[config.mk]
export PLATFORM = sky130hd
export DESIGN_NAME = btn_uart_msg_tx
export DESIGN_NICKNAME = d
export VERILOG_FILES = /design/src/rtl/btn_uart_msg_tx.sv
export SDC_FILE = /design/constraint.sdc
export NUM_CORES = 1
export LEC_CHECK = 0
export BUFFER_PORTS_ARGS = -buffer_cell sky130_fd_sc_hd__clkbuf_2
export CAP_MARGIN = 20
export CORE_ASPECT_RATIO = 1.5
export CORE_UTILIZATION = 62
export DETAILED_ROUTE_END_ITERATION = 6
export PLACE_DENSITY = 0.78
export SYNTH_ARGS = -nofsm -noshare
export SYNTH_HDL_FRONTEND = slang
export SYNTH_SLANG_ARGS = --single-unit
[constraint.sdc]
create_clock -name clk -period 6 [get_ports clk]
set_clock_uncertainty 0.15 [all_clocks]
set_input_delay 0.3 -clock clk [delete_from_list [all_inputs] [get_ports clk]]
set_output_delay 0.3 -clock clk [all_outputs]
set_load 0.005 [all_outputs]
[src/rtl/btn_uart_msg_tx.sv]
// Debounced multi-button front end: one character per press (plus optional auto-repeat),
// round-robin arbitrated onto the uart tx_start/din handshake with one byte in flight.

module btn_uart_msg_lane #(
    parameter int DB_CYCLES  = 3750000,
    parameter int RPT_EN     = 1,
    parameter int RPT_DELAY  = 62500000,
    parameter int RPT_PERIOD = 12500000
) (
    input  logic clk,
    input  logic rst,
    input  logic btn,
    output logic db,
    output logic ev
);
    localparam int DBW = $clog2(DB_CYCLES + 1);

    logic           s1, s2, db_q, rise;
    logic [DBW-1:0] db_cnt;

    always_ff @(posedge clk) begin
        if (rst) begin
            s1     <= 1'b0;
            s2     <= 1'b0;
            db     <= 1'b0;
            db_q   <= 1'b0;
            db_cnt <= '0;
        end else begin
            s1   <= btn;
            s2   <= s1;
            db_q <= db;
            // any agreement with the current level restarts the stability count
            if (s2 == db) begin
                db_cnt <= '0;
            end else if (db_cnt == DBW'(DB_CYCLES - 1)) begin
                db     <= ~db;
                db_cnt <= '0;
            end else begin
                db_cnt <= db_cnt + DBW'(1);
            end
        end
    end

    assign rise = db & ~db_q;

    generate
        if (RPT_EN != 0) begin : g_rpt
            localparam int RW = $clog2(RPT_DELAY + 1);
            logic [RW-1:0] rpt_cnt;
            logic          fire;

            assign fire = db && (rpt_cnt == RW'(RPT_DELAY));
            assign ev   = rise | fire;

            // after a fire, reload so the next one lands RPT_PERIOD cycles later
            always_ff @(posedge clk) begin
                if (rst || !db)
                    rpt_cnt <= '0;
                else if (fire)
                    rpt_cnt <= RW'(RPT_DELAY - RPT_PERIOD + 1);
                else
                    rpt_cnt <= rpt_cnt + RW'(1);
            end
        end else begin : g_norpt
            assign ev = rise;
        end
    endgenerate
endmodule

module btn_uart_msg_tx #(
    parameter int N_BTN      = 4,
    parameter int DBIT       = 8,
    parameter int CHAR_BASE  = 'h41,
    parameter int DB_CYCLES  = 3750000,
    parameter int RPT_EN     = 1,
    parameter int RPT_DELAY  = 62500000,
    parameter int RPT_PERIOD = 12500000
) (
    input  logic             clk,
    input  logic             rst,
    input  logic [N_BTN-1:0] btn,
    input  logic             tx_done_tick,
    output logic             tx_start,
    output logic [DBIT-1:0]  tx_data,
    output logic [N_BTN-1:0] btn_db,
    output logic             busy,
    output logic [7:0]       drop_cnt
);
    localparam int PW = (N_BTN > 1) ? $clog2(N_BTN) : 1;

    typedef enum logic {S_IDLE, S_WAIT} state_t;

    state_t                    state, state_n;
    logic [N_BTN-1:0]          ev, pending, clr, merge;
    logic [N_BTN-1:0][PW-1:0]  rot_idx;
    logic [PW-1:0]             rr_ptr, grant_idx;
    logic                      grant_vld, start_n, busy_n;
    logic [3:0]                n_merge;
    logic [8:0]                drop_sum;

    for (genvar i = 0; i < N_BTN; i++) begin : g_lane
        btn_uart_msg_lane #(
            .DB_CYCLES (DB_CYCLES),
            .RPT_EN    (RPT_EN),
            .RPT_DELAY (RPT_DELAY),
            .RPT_PERIOD(RPT_PERIOD)
        ) u_lane (
            .clk(clk),
            .rst(rst),
            .btn(btn[i]),
            .db (btn_db[i]),
            .ev (ev[i])
        );
        assign rot_idx[i] = PW'((int'(rr_ptr) + i) % N_BTN);
    end

    // scan from the far end so the first hit at/after rr_ptr wins
    always_comb begin
        grant_vld = 1'b0;
        grant_idx = '0;
        for (int k = N_BTN - 1; k >= 0; k--) begin
            if (pending[rot_idx[k]]) begin
                grant_vld = 1'b1;
                grant_idx = rot_idx[k];
            end
        end
    end

    always_comb begin
        state_n = state;
        start_n = 1'b0;
        busy_n  = busy;
        clr     = '0;
        case (state)
            S_IDLE: if (grant_vld) begin
                start_n        = 1'b1;
                busy_n         = 1'b1;
                clr[grant_idx] = 1'b1;
                state_n        = S_WAIT;
            end
            S_WAIT: if (tx_done_tick) begin
                busy_n  = 1'b0;
                state_n = S_IDLE;
            end
            default: state_n = S_IDLE;
        endcase
    end

    always_comb begin
        merge   = ev & pending & ~clr;
        n_merge = '0;
        for (int i = 0; i < N_BTN; i++)
            if (merge[i]) n_merge = n_merge + 4'd1;
        drop_sum = {1'b0, drop_cnt} + 9'(n_merge);
    end

    always_ff @(posedge clk) begin
        if (rst) begin
            state    <= S_IDLE;
            tx_start <= 1'b0;
            tx_data  <= '0;
            busy     <= 1'b0;
            pending  <= '0;
            rr_ptr   <= '0;
            drop_cnt <= '0;
        end else begin
            state    <= state_n;
            tx_start <= start_n;
            busy     <= busy_n;
            pending  <= (pending & ~clr) | ev;
            drop_cnt <= drop_sum[8] ? 8'hFF : drop_sum[7:0];
            if (start_n) begin
                tx_data <= DBIT'(CHAR_BASE + int'(grant_idx));
                rr_ptr  <= (grant_idx == PW'(N_BTN - 1)) ? '0 : grant_idx + PW'(1);
            end
        end
    end
endmodule

==> flow_summary.yaml, run 1 <==
cts:
  h-tree-depth: 1
  postCtsResizedCells: 0
  cts.path.max_buffers: 3
  cts-root-buf: "clkbuf_16"
  numClockSinks: 228
  cts_tree: "done"
  postCtsSetupBuffers: 0
  holdBufCountCts: 5
  numCtsBuffers: 22
  insertion_delay_ns: 0.50
  cts.clk_slew.worst_paths_ns: 0.06
critical_path:
  end_kind: "flop"
  path_max_fanout: 7
  cp_data_required_time_ns: 6.21
  critPathLaunchType: "flop"
  worstPathArrival_ns: 4.96
  path_class: "flop to flop"
logic_synthesis:
  async_flop_share: 0
  netlist_area_um2: 10300
  ys_seq_elements: 228
  ys.flop_type: "dfxtp_1"
  ys_warn_count: 0
  postSynthAreaPerCell_um2: 8.73
  yosysSeqAreaShare: 0.441
  synth_edf_count: 0
  syn_inst: 1185
  synth.distinct_cells: 60
final_layout:
  final_nets: 1236
  antenna_cells: 0
  fillerInstances: 1324
  area_delta_synth_final_pct: 9.53
  final_cells: 1426
  drive_above_1_share: 0.0623
timing:
  worst_pin_slew_ns: 1.07
  finalHoldViolations: 0
  rsz0062_at_grt: "no"
  setup_viol: 0
  relSlewSlack: 0.281
  fmax_ghz: 0.211
  min_period_over_period: 0.792
  worst_slack_ns: 1.25
  setup_tns_ns: 0
  min_period_ns: 4.75
  drv_slew: 0
drt:
  wl_met3_um: 734
  ant_nets: 0
  vias: 8133
  routed_wl_um: 20500
  wire_per_inst_um: 14.4
  routed_via_density: 5.70
  wl_met2_um: 10500
  drc: 0
  first_iter_violations: 386
  firstDrtPassIters: 5
  route.top_layer_used: "met4"
  drt-met1-wl_um: 8860
floorplan:
  coreArea_um2: 16300
  num_io_pins: 29
  rows: 57
  floorplan.initialDensity: 0.636
  die_area_um2: 17200
  die_h_um: 160
  die_x_um: 107
grt:
  grt_pass1_wl_um: 36100
  grtUsageTotal: 0.249
  grt-ovfl-total: 0
  grt_max_degree: 41
  grt_antenna_before_repair: 0
  first_global_vias: 8204
pwr:
  cellPowerDensity_nw_per_um2: 256
  ir_worst_vdd_mv: 0.220
  power_leakage_uw: 0.00379
placed_design:
  dpl_worst_slack_ns: 1.29
  dp_hpwl_um: 14100
  placed_cells: 1382
  place.gp.congestion: 0.840
  portBuffers: 24
worst_hold_path:
  min_path_type: "input port to flop"
run:
  cap_violations: 0
run_status:
  run_status: "completed"
## layout make-up
| class | count | area, um^2 | area share |
|---|---|---|---|
| clock buffer | 37 | 708 | 0.0625 |
| clock inverter | 2 | 10.0 | 0.000883 |
| inverter | 45 | 169 | 0.0149 |
| multi-input combinational | 877 | 5440 | 0.480 |
| sequential | 228 | 4560 | 0.403 |
| tap | 206 | 258 | 0.0227 |
| timing repair buffer | 31 | 185 | 0.0163 |
## cells in the final DEF, fill, tap and decap left out, drive strengths merged, types with 2 or more instances in the layout
cell type	instances
or4b	6
clkinv	2
and2	9
a21oi	40
a31o	2
and4b	4
xor2	83
xnor2	80
conb	5
o21ai	14
or4	5
nand3	69
o211a	3
a211oi	8
a21o	2
nand2b	10
a31oi	6
nor3	37
nor2	194
mux2i	6
dlygate4sd3	5
buf	2
or2	3
nor4bb	5
nand4b	4
inv	45
nor3b	2
o21a	2
or3	14
dfxtp	228
clkbuf	61
nand4	44
nand2	80
and4	18
nor4	34
ha	23
and3	36
nor2b	12
nor4b	4
## stage by stage
stage,total power (uW),cell area (um^2),util,hold slack (ns)
after global placement,1580,10600,0.650,0.268
final,2910,11300,0.697,0.166
after global routing,3000,11300,0.697,0.179
after detailed placement,1580,10600,0.650,0.289
after CTS,2930,11300,0.697,0.163
after floorplan,1570,10400,-,0.250
## routing by layer
layer,GRT usage,vias up
met4,0.0940,0
met3,0.0339,44
li1,-,4103
met5,0,-
met2,0.451,150
met1,0.292,3836
## cell usage after synthesis (6+ instances only)
| library cell | instances | area [um^2] |
|---|---|---|
| clkbuf_1 | 22 | 82.6 |
| buf_2 | 7 | 35.0 |
| and2_1 | 9 | 56.3 |
| a211oi_1 | 7 | 52.6 |
| nor3_1 | 37 | 185 |
| buf_4 | 9 | 67.6 |
| o21ai_0 | 14 | 70.1 |
| nor2b_1 | 12 | 75.1 |
| inv_1 | 45 | 169 |
| mux2i_1 | 6 | 60.1 |
| nand2_1 | 80 | 300 |
| nor2_1 | 194 | 728 |
| and4_1 | 16 | 140 |
| a21oi_1 | 39 | 195 |
| nand3_1 | 68 | 340 |
| and3_1 | 34 | 213 |
| ha_1 | 23 | 288 |
| or3_1 | 14 | 87.6 |
| a31oi_1 | 6 | 37.5 |
| dfxtp_1 | 228 | 4560 |
| xor2_1 | 83 | 727 |
| nand4_1 | 44 | 275 |
| xnor2_1 | 80 | 701 |
| nand2b_1 | 10 | 62.6 |
| nor4_1 | 30 | 188 |
## worst paths after layout
| check | start | to | slack [ns] | cells after the start |
|---|---|---|---|---|
| setup reg to reg | tx_data[1] | drop_cnt[5] | 1.25 | 22 |
| hold reg to reg | g_lane[0].u_lane.s1 | g_lane[0].u_lane.s2 | 0.30 | 1 |
| hold / removal | rst | rr_ptr[0] | 0.17 | 3 |
| setup / recovery | tx_data[1] | drop_cnt[5] | 1.25 | 22 |
## flip-flops by register name, summed over array words and instances, names as in the netlist
name,count
tx_start,1
pending,4
busy,1
tx_data,4
g_lane.u_lane.db_cnt,88
g_lane.u_lane.s2,4
g_lane.u_lane.db,4
g_lane.u_lane.s1,4
drop_cnt,8
rr_ptr,1
g_lane.u_lane.db_q,4
state,1
g_lane.u_lane.g_rpt.rpt_cnt,104
## cell families (layout without fill, tap and decap cells)
| family | Yosys count | after routing | synth area share |
|---|---|---|---|
| muxes | 7 | 7 | 0.00689 |
| and+or+nand+nor | 593 | 593 | 0.297 |
| buffers and inverters | 84 | 115 | 0.0347 |
| xor gates and xnor gates | 164 | 164 | 0.140 |
| other | 1 | 5 | 0.000362 |
| DFF | 228 | 228 | 0.441 |
| AOI/OAI and AO/OA | 84 | 84 | 0.0495 |
| adders and majority gates | 24 | 24 | 0.0298 |
## critical path, cell delays in order, from the launching register on
cell,delay (ns)
dfxtp_1,0.45
mux2i_1,0.22
nor2_1,0.06
nor3_1,0.40
inv_1,0.15
ha_1,0.21
inv_1,0.05
o21ai_0,0.10
a21oi_1,0.19
inv_1,0.07
ha_1,0.18
or2_2,0.29
o32ai_1,0.21
ha_1,0.22
inv_1,0.05
a211oi_2,0.21
xor2_1,0.20
ha_1,0.29
nor2b_1,0.14
o21a_1,0.20
o211ai_1,0.33
and3_1,0.21
a211oi_1,0.06
## power by group
group	internal [uW]	total (uW)	switching, uW
Sequential	1520	1520	3.91
Combinational	11.4	27.9	16.5
Clock	800	1360	556
No activity file was read; power rests on OpenSTA's default activity.
==> run 2: changes to the inputs <==
ABC_AREA = 1   (was unset)
CORE_UTILIZATION = 63   (was 62)
PLACE_DENSITY = 0.79   (was 0.78)
clock period = 4.5 ns   (was 6 ns; I/O delays follow)
==> flow_summary.yaml, run 2 <==
final_layout:
  final_cell_mix: "nand2_1 (348), inv_1 (234), nor2_1 (231), dfxtp_1 (225), a21oi_1 (105)"
  top_regs: "g_lane.u_lane.g_rpt.rpt_cnt: 104 flops, g_lane.u_lane.db_cnt: 88 flops, drop_cnt: 8 flops"
  final_cells: 1981
  layout_commonest_cell: "nand2_1"
  final_nets: 1750
  area_delta_synth_final_pct: 9.15
  antenna_cells: 0
  fillerInstances: 1559
  drive_above_1_share: 0.0964
  regMostFlops: "g_lane.u_lane.g_rpt.rpt_cnt"
  largest_reg_flops: 104
worst_hold_path:
  worstHoldStart: "rst"
  worstHoldEndpoint: "g_lane[3].u_lane.s2"
  holdPathStages: 2
  min_path_type: "input port to flop"
grt:
  grt_max_degree: 34
  grt_antenna_before_repair: 0
  grt_pass1_wl_um: 42900
  first_global_vias: 10100
  grt-ovfl-total: 0
  grtUsageTotal: 0.265
logic_synthesis:
  synth_edf_count: 0
  synth_top_area_frac: 0.387
  netlist_area_um2: 11800
  ys_seq_elements: 228
  synth_top_area_cell: "dfxtp_1"
  yosys-top-cells-count: "nand2_1 (349), inv_1 (234), nor2_1 (231)"
  ys_warn_count: 0
  yosysSeqAreaShare: 0.387
  synth_most_common_cell: "nand2_1"
  ys.flop_type: "dfxtp_1"
  postSynthAreaPerCell_um2: 6.98
  async_flop_share: 0
  syn_inst: 1687
  synth.distinct_cells: 51
  ys_top_cells_by_area: "dfxtp_1 (39%), nand2_1 (11%), inv_1 (7.5%)"
pwr:
  ir_worst_vdd_mv: 0.321
  cellPowerDensity_nw_per_um2: 314
  power_leakage_uw: 0.00463
  power.total_uw: 4030
drt:
  vias: 10600
  routed_wl_um: 24900
  wire_per_inst_um: 12.6
  firstDrtPassIters: 5
  ant_nets: 0
  drc: 0
  routed_via_density: 5.33
  first_iter_violations: 667
critical_path:
  cp_data_required_time_ns: 4.77
  r2r_end: "drop_cnt[3]"
  cpMostUsedCell: "nand2_1"
  end_kind: "flop"
  critPathMaxStageDelay_ns: 0.43
  path_max_fanout: 10
  critPathLaunchType: "flop"
  worstPathArrival_ns: 4.41
  rrSetupSlack_ns: 0.36
  path_class: "flop to flop"
  worstReg2RegStart: "rr_ptr[0]"
  crit_path_top_delay_cell: "fa_1"
  reg2regPathDepth: 27
placed_design:
  placed_cells: 1936
  portBuffers: 24
  dpl_worst_slack_ns: 0.0829
  dp_hpwl_um: 18400
  place.gp.congestion: 0.910
floorplan:
  rows: 60
  die_x_um: 114
  floorplan.initialDensity: 0.651
  die_h_um: 169
  num_io_pins: 29
  die_area_um2: 19300
  coreArea_um2: 18100
cts:
  cts.clk_slew.worst_paths_ns: 0.06
  insertion_delay_ns: 0.51
  cts_tree: "done"
  cts.path.max_buffers: 3
  numClockSinks: 228
  numCtsBuffers: 23
  h-tree-depth: 1
  cts-root-buf: "clkbuf_16"
timing:
  drv_slew: 0
  min_period_over_period: 0.920
  setup_viol: 0
  relSlewSlack: 0.473
  min_period_ns: 4.14
  fmax_ghz: 0.242
  worst_pin_slew_ns: 0.788
  worst_slack_ns: 0.361
  finalHoldViolations: 0
run_status:
  run_status: "completed"
run:
  cap_violations: 0
## run 2: cell types whose count changed after synthesis, sizes merged, moves of 18 or more
| cell | previous run | this run |
|---|---|---|
| nor4 | 34 | 16 |
| nor3 | 37 | 72 |
| a21oi | 40 | 107 |
| nor2 | 194 | 261 |
| nand2 | 80 | 367 |
| nand3 | 69 | 96 |
| or2 | 3 | 27 |
| xor2 | 83 | 35 |
| xnor2 | 80 | 15 |
| clkbuf | 23 | 5 |
| o21ai | 14 | 50 |
| and4 | 18 | 0 |
| and3 | 36 | 1 |
| inv | 45 | 243 |
## run 2: worst max-delay path, delay by kind of cell, from the launching register on
kind / cells / cell delay, ns
and+or+nand+nor: 13 / 1.16
DFF: 1 / 0.41
AOI/OAI and AO/OA: 4 / 0.72
buffers and inverters: 6 / 0.39
adders and majority gates: 4 / 1.20
## run 2: worst max-delay path by stage
stage | slack, ns | start | end
3_5_place_dp | 0.08 | rr_ptr[0] | drop_cnt[5]
3_3_place_gp | 0.23 | rr_ptr[0] | drop_cnt[5]
5_1_grt | -0.06 | rr_ptr[0] | drop_cnt[5]
6_report | 0.36 | rr_ptr[0] | drop_cnt[3]
2_1_floorplan | 0.65 | rr_ptr[0] | drop_cnt[5]
4_1_cts | 0.06 | rr_ptr[0] | drop_cnt[5]
## run 2: final cells by class
type / count / area [um^2] / area share
clock buffer: 34 / 667 / 0.0519
clock inverter: 5 / 50.0 / 0.00389
inverter: 244 / 920 / 0.0715
multi-input combinational: 1191 / 6160 / 0.479
sequential: 228 / 4570 / 0.355
tap: 248 / 310 / 0.0241
timing repair buffer: 31 / 185 / 0.0144
## run 2: where the power goes
group / total, uW / internal [uW] / switching (uW)
clock: 1840 / 1080 / 762
sequential: 2060 / 2040 / 19.3
combinational: 138 / 48.7 / 89.2
total: 4030 / 3160 / 871
## run 2: layer usage
| layer | global-route usage | part of all wire | vias to the layer above |
|---|---|---|---|
| met2 | 0.508 | 0.51 | 203 |
| met1 | 0.287 | 0.41 | 4804 |
| met3 | 0.0314 | 0.037 | 79 |
| li1 | - | - | 5482 |
| met5 | 0 | 0 | - |
| met4 | 0.116 | 0.039 | 0 |
## run 2: logic make-up after synthesis
group,synth area share
simple gates,0.372
fa+ha+maj,0.0261
flops,0.387
other cells,0.000318
xor+xnor,0.0372
buf+inv,0.0922
compound gates,0.0848
## run 2: what timing repair did
| action | CTS | global route |
|---|---|---|
| buffers inserted | 0 | 1 |
| endpoints found under the hold margin | 6 | 0 |
| setup endpoints to repair | 0 | 8 |
| hold buffers | 5 | 0 |
| gates resized for setup | 0 | 10 |
## run 2: per-stage QoR
stage / cell area [um^2] / hold slack (ns) / setup TNS, ns / utilization
CTS: 12800 / 0.213 / 0 / 0.709
global route: 12900 / 0.269 / -0.175 / 0.711
global placement: 12100 / 0.241 / 0 / 0.667
floorplan: 11800 / 0.182 / 0 / -
detailed placement: 12100 / 0.250 / 0 / 0.667
finish: 12900 / 0.227 / 0 / 0.711
==> run 3: changes to the inputs <==
BUFFER_PORTS_ARGS = -buffer_cell sky130_fd_sc_hd__buf_4   (was -buffer_cell sky130_fd_sc_hd__clkbuf_2)
CORE_ASPECT_RATIO = unset   (was 1.5)
==> flow_summary.yaml, run 3 (synthesized netlist as in run 2, its figures left out) <==
worst_hold_path:
  min_path_type: "flop to flop"
  holdPathStages: 2
drt:
  first_iter_violations: 568
  drc: 4
  routed_via_density: 5.37
  ant_nets: 0
  vias: 10600
  routed_wl_um: 25100
  wire_per_inst_um: 12.7
  firstDrtPassIters: 7
pwr:
  power_frac_comb: 0.038
  power_leakage_uw: 0.00474
  seq_power_share: 0.482
  clock_power_share: 0.481
  ir_worst_vdd_mv: 0.320
  switching_power_uw: 943
  cellPowerDensity_nw_per_um2: 326
  p_int_uw: 3330
  swShare: 0.221
final_layout:
  antenna_cells: 0
  regMostFlops: "g_lane.u_lane.g_rpt.rpt_cnt"
  largest_reg_flops: 104
  final_design_area_no_fill_um2: 13100
  drive_above_1_share: 0.104
  area_delta_synth_final_pct: 11.1
  layout_commonest_cell: "nand2_1"
  final_nets: 1758
  final_cell_mix: "nand2_1 (347), inv_1 (233), nor2_1 (231), dfxtp_1 (226), a21oi_1 (105)"
  top_regs: "g_lane.u_lane.g_rpt.rpt_cnt: 104 flops, g_lane.u_lane.db_cnt: 88 flops, drop_cnt: 8 flops"
  final_cells: 1973
floorplan:
  coreArea_um2: 18100
  floorplan.initialDensity: 0.649
  die_area_um2: 19300
  num_io_pins: 29
  die_h_um: 139
  rows: 49
  die_x_um: 139
grt:
  grt_antenna_before_repair: 0
  first_global_vias: 10000
  grt-ovfl-total: 0
  grt_pass1_wl_um: 43700
  grtUsageTotal: 0.265
  grt_max_degree: 34
placed_design:
  dp_hpwl_um: 17900
  place.gp.congestion: 0.874
  placed_cells: 1917
  portBuffers: 24
  dpl_cell_area_um2: 12100
cts:
  insertion_delay_ns: 0.52
  cts.path.max_buffers: 3
  cts.clk_slew.worst_paths_ns: 0.06
  h-tree-depth: 1
  numClockSinks: 228
  cts-root-buf: "clkbuf_16"
  numCtsBuffers: 25
  cts_tree: "done"
critical_path:
  worstPathArrival_ns: 4.43
  path_max_fanout: 6
  reg2regPathDepth: 31
  end_kind: "flop"
  critPathMaxStageDelay_ns: 0.37
  path_class: "flop to flop"
  critPathLaunchType: "flop"
  cpMostUsedCell: "nand2_1"
  crit_path_top_delay_cell: "dfxtp_4"
  cp_data_required_time_ns: 4.81
timing:
  holdWs_ns: 0.265
  setup_tns_ns: 0
  worst_pin_slew_ns: 0.788
  finalHoldViolations: 0
  fmax_ghz: 0.243
  drv_slew: 0
  rsz0062_at_grt: "no"
  min_period_over_period: 0.915
  relSlewSlack: 0.474
  setup_viol: 0
  min_period_ns: 4.12
run:
  cap_violations: 0
run_status:
  run_status: "finished, violations left"
  violations: "design-rule violations"
## run 3: power groups by stage
stage               Combinational [uW]  Clock, uW  Sequential, uW
floorplan                          110          0            2090
global placement                   138          0            2100
detailed placement                 143          0            2100
CTS                                152       2090            2060
global route                       181       2160            2060
finish                             161       2050            2060
## run 3: final cells by class
| cell class | instances | area, um^2 |
|---|---|---|
| flip-flops and latches | 228 | 4570 |
| clock buffers | 32 | 712 |
| clock inverters | 12 | 119 |
| well taps | 229 | 287 |
| fillers | 1516 | 5060 |
| inverters | 244 | 920 |
| repair buffers | 37 | 303 |
| multi-input cells | 1191 | 6180 |
## run 3: worst max-delay path, delay by kind of cell (launching register included)
| kind | cells | cell delay [ns] |
|---|---|---|
| simple gates | 15 | 1.32 |
| fa+ha+maj | 4 | 0.94 |
| buf+inv | 8 | 0.68 |
| compound gates | 4 | 0.61 |
| flops | 1 | 0.37 |
## run 3: what timing repair did
action | CTS | global route
setup endpoints to repair | 1 | 8
gates resized for setup | 1 | 16
hold endpoints to repair | 22 | 0
setup buffers | 0 | 2
hold buffers | 10 | 0
pin swaps | 0 | 4
## run 3: final timing paths
kind	start	endpoint	slack, ns
max	rr_ptr[0]	drop_cnt[5]	0.38
min	g_lane[2].u_lane.s1	g_lane[2].u_lane.s2	0.27
max reg2reg	rr_ptr[0]	drop_cnt[5]	0.38
min reg2reg	g_lane[2].u_lane.s1	g_lane[2].u_lane.s2	0.27
## run 3: routing by layer
layer / vias up / wire length [um] / share of wire / track usage
li1: 5510 / - / - / -
met1: 4834 / 11900 / 0.47 / 0.343
met2: 211 / 11700 / 0.46 / 0.461
met3: 47 / 1050 / 0.042 / 0.0363
met4: 0 / 563 / 0.022 / 0.0737
met5: - / 0 / 0 / 0
## run 3: per-stage QoR
| stage | utilization | worst slack [ns] | total power, uW |
|---|---|---|---|
| 6_report | 0.721 | 0.384 | 4270 |
| 5_1_grt | 0.721 | 0.0358 | 4400 |
| 4_1_cts | 0.718 | 0.110 | 4290 |
| 3_5_place_dp | 0.667 | 0.0684 | 2240 |
| 3_3_place_gp | 0.667 | 0.233 | 2240 |
| 2_1_floorplan | - | 0.652 | 2200 |
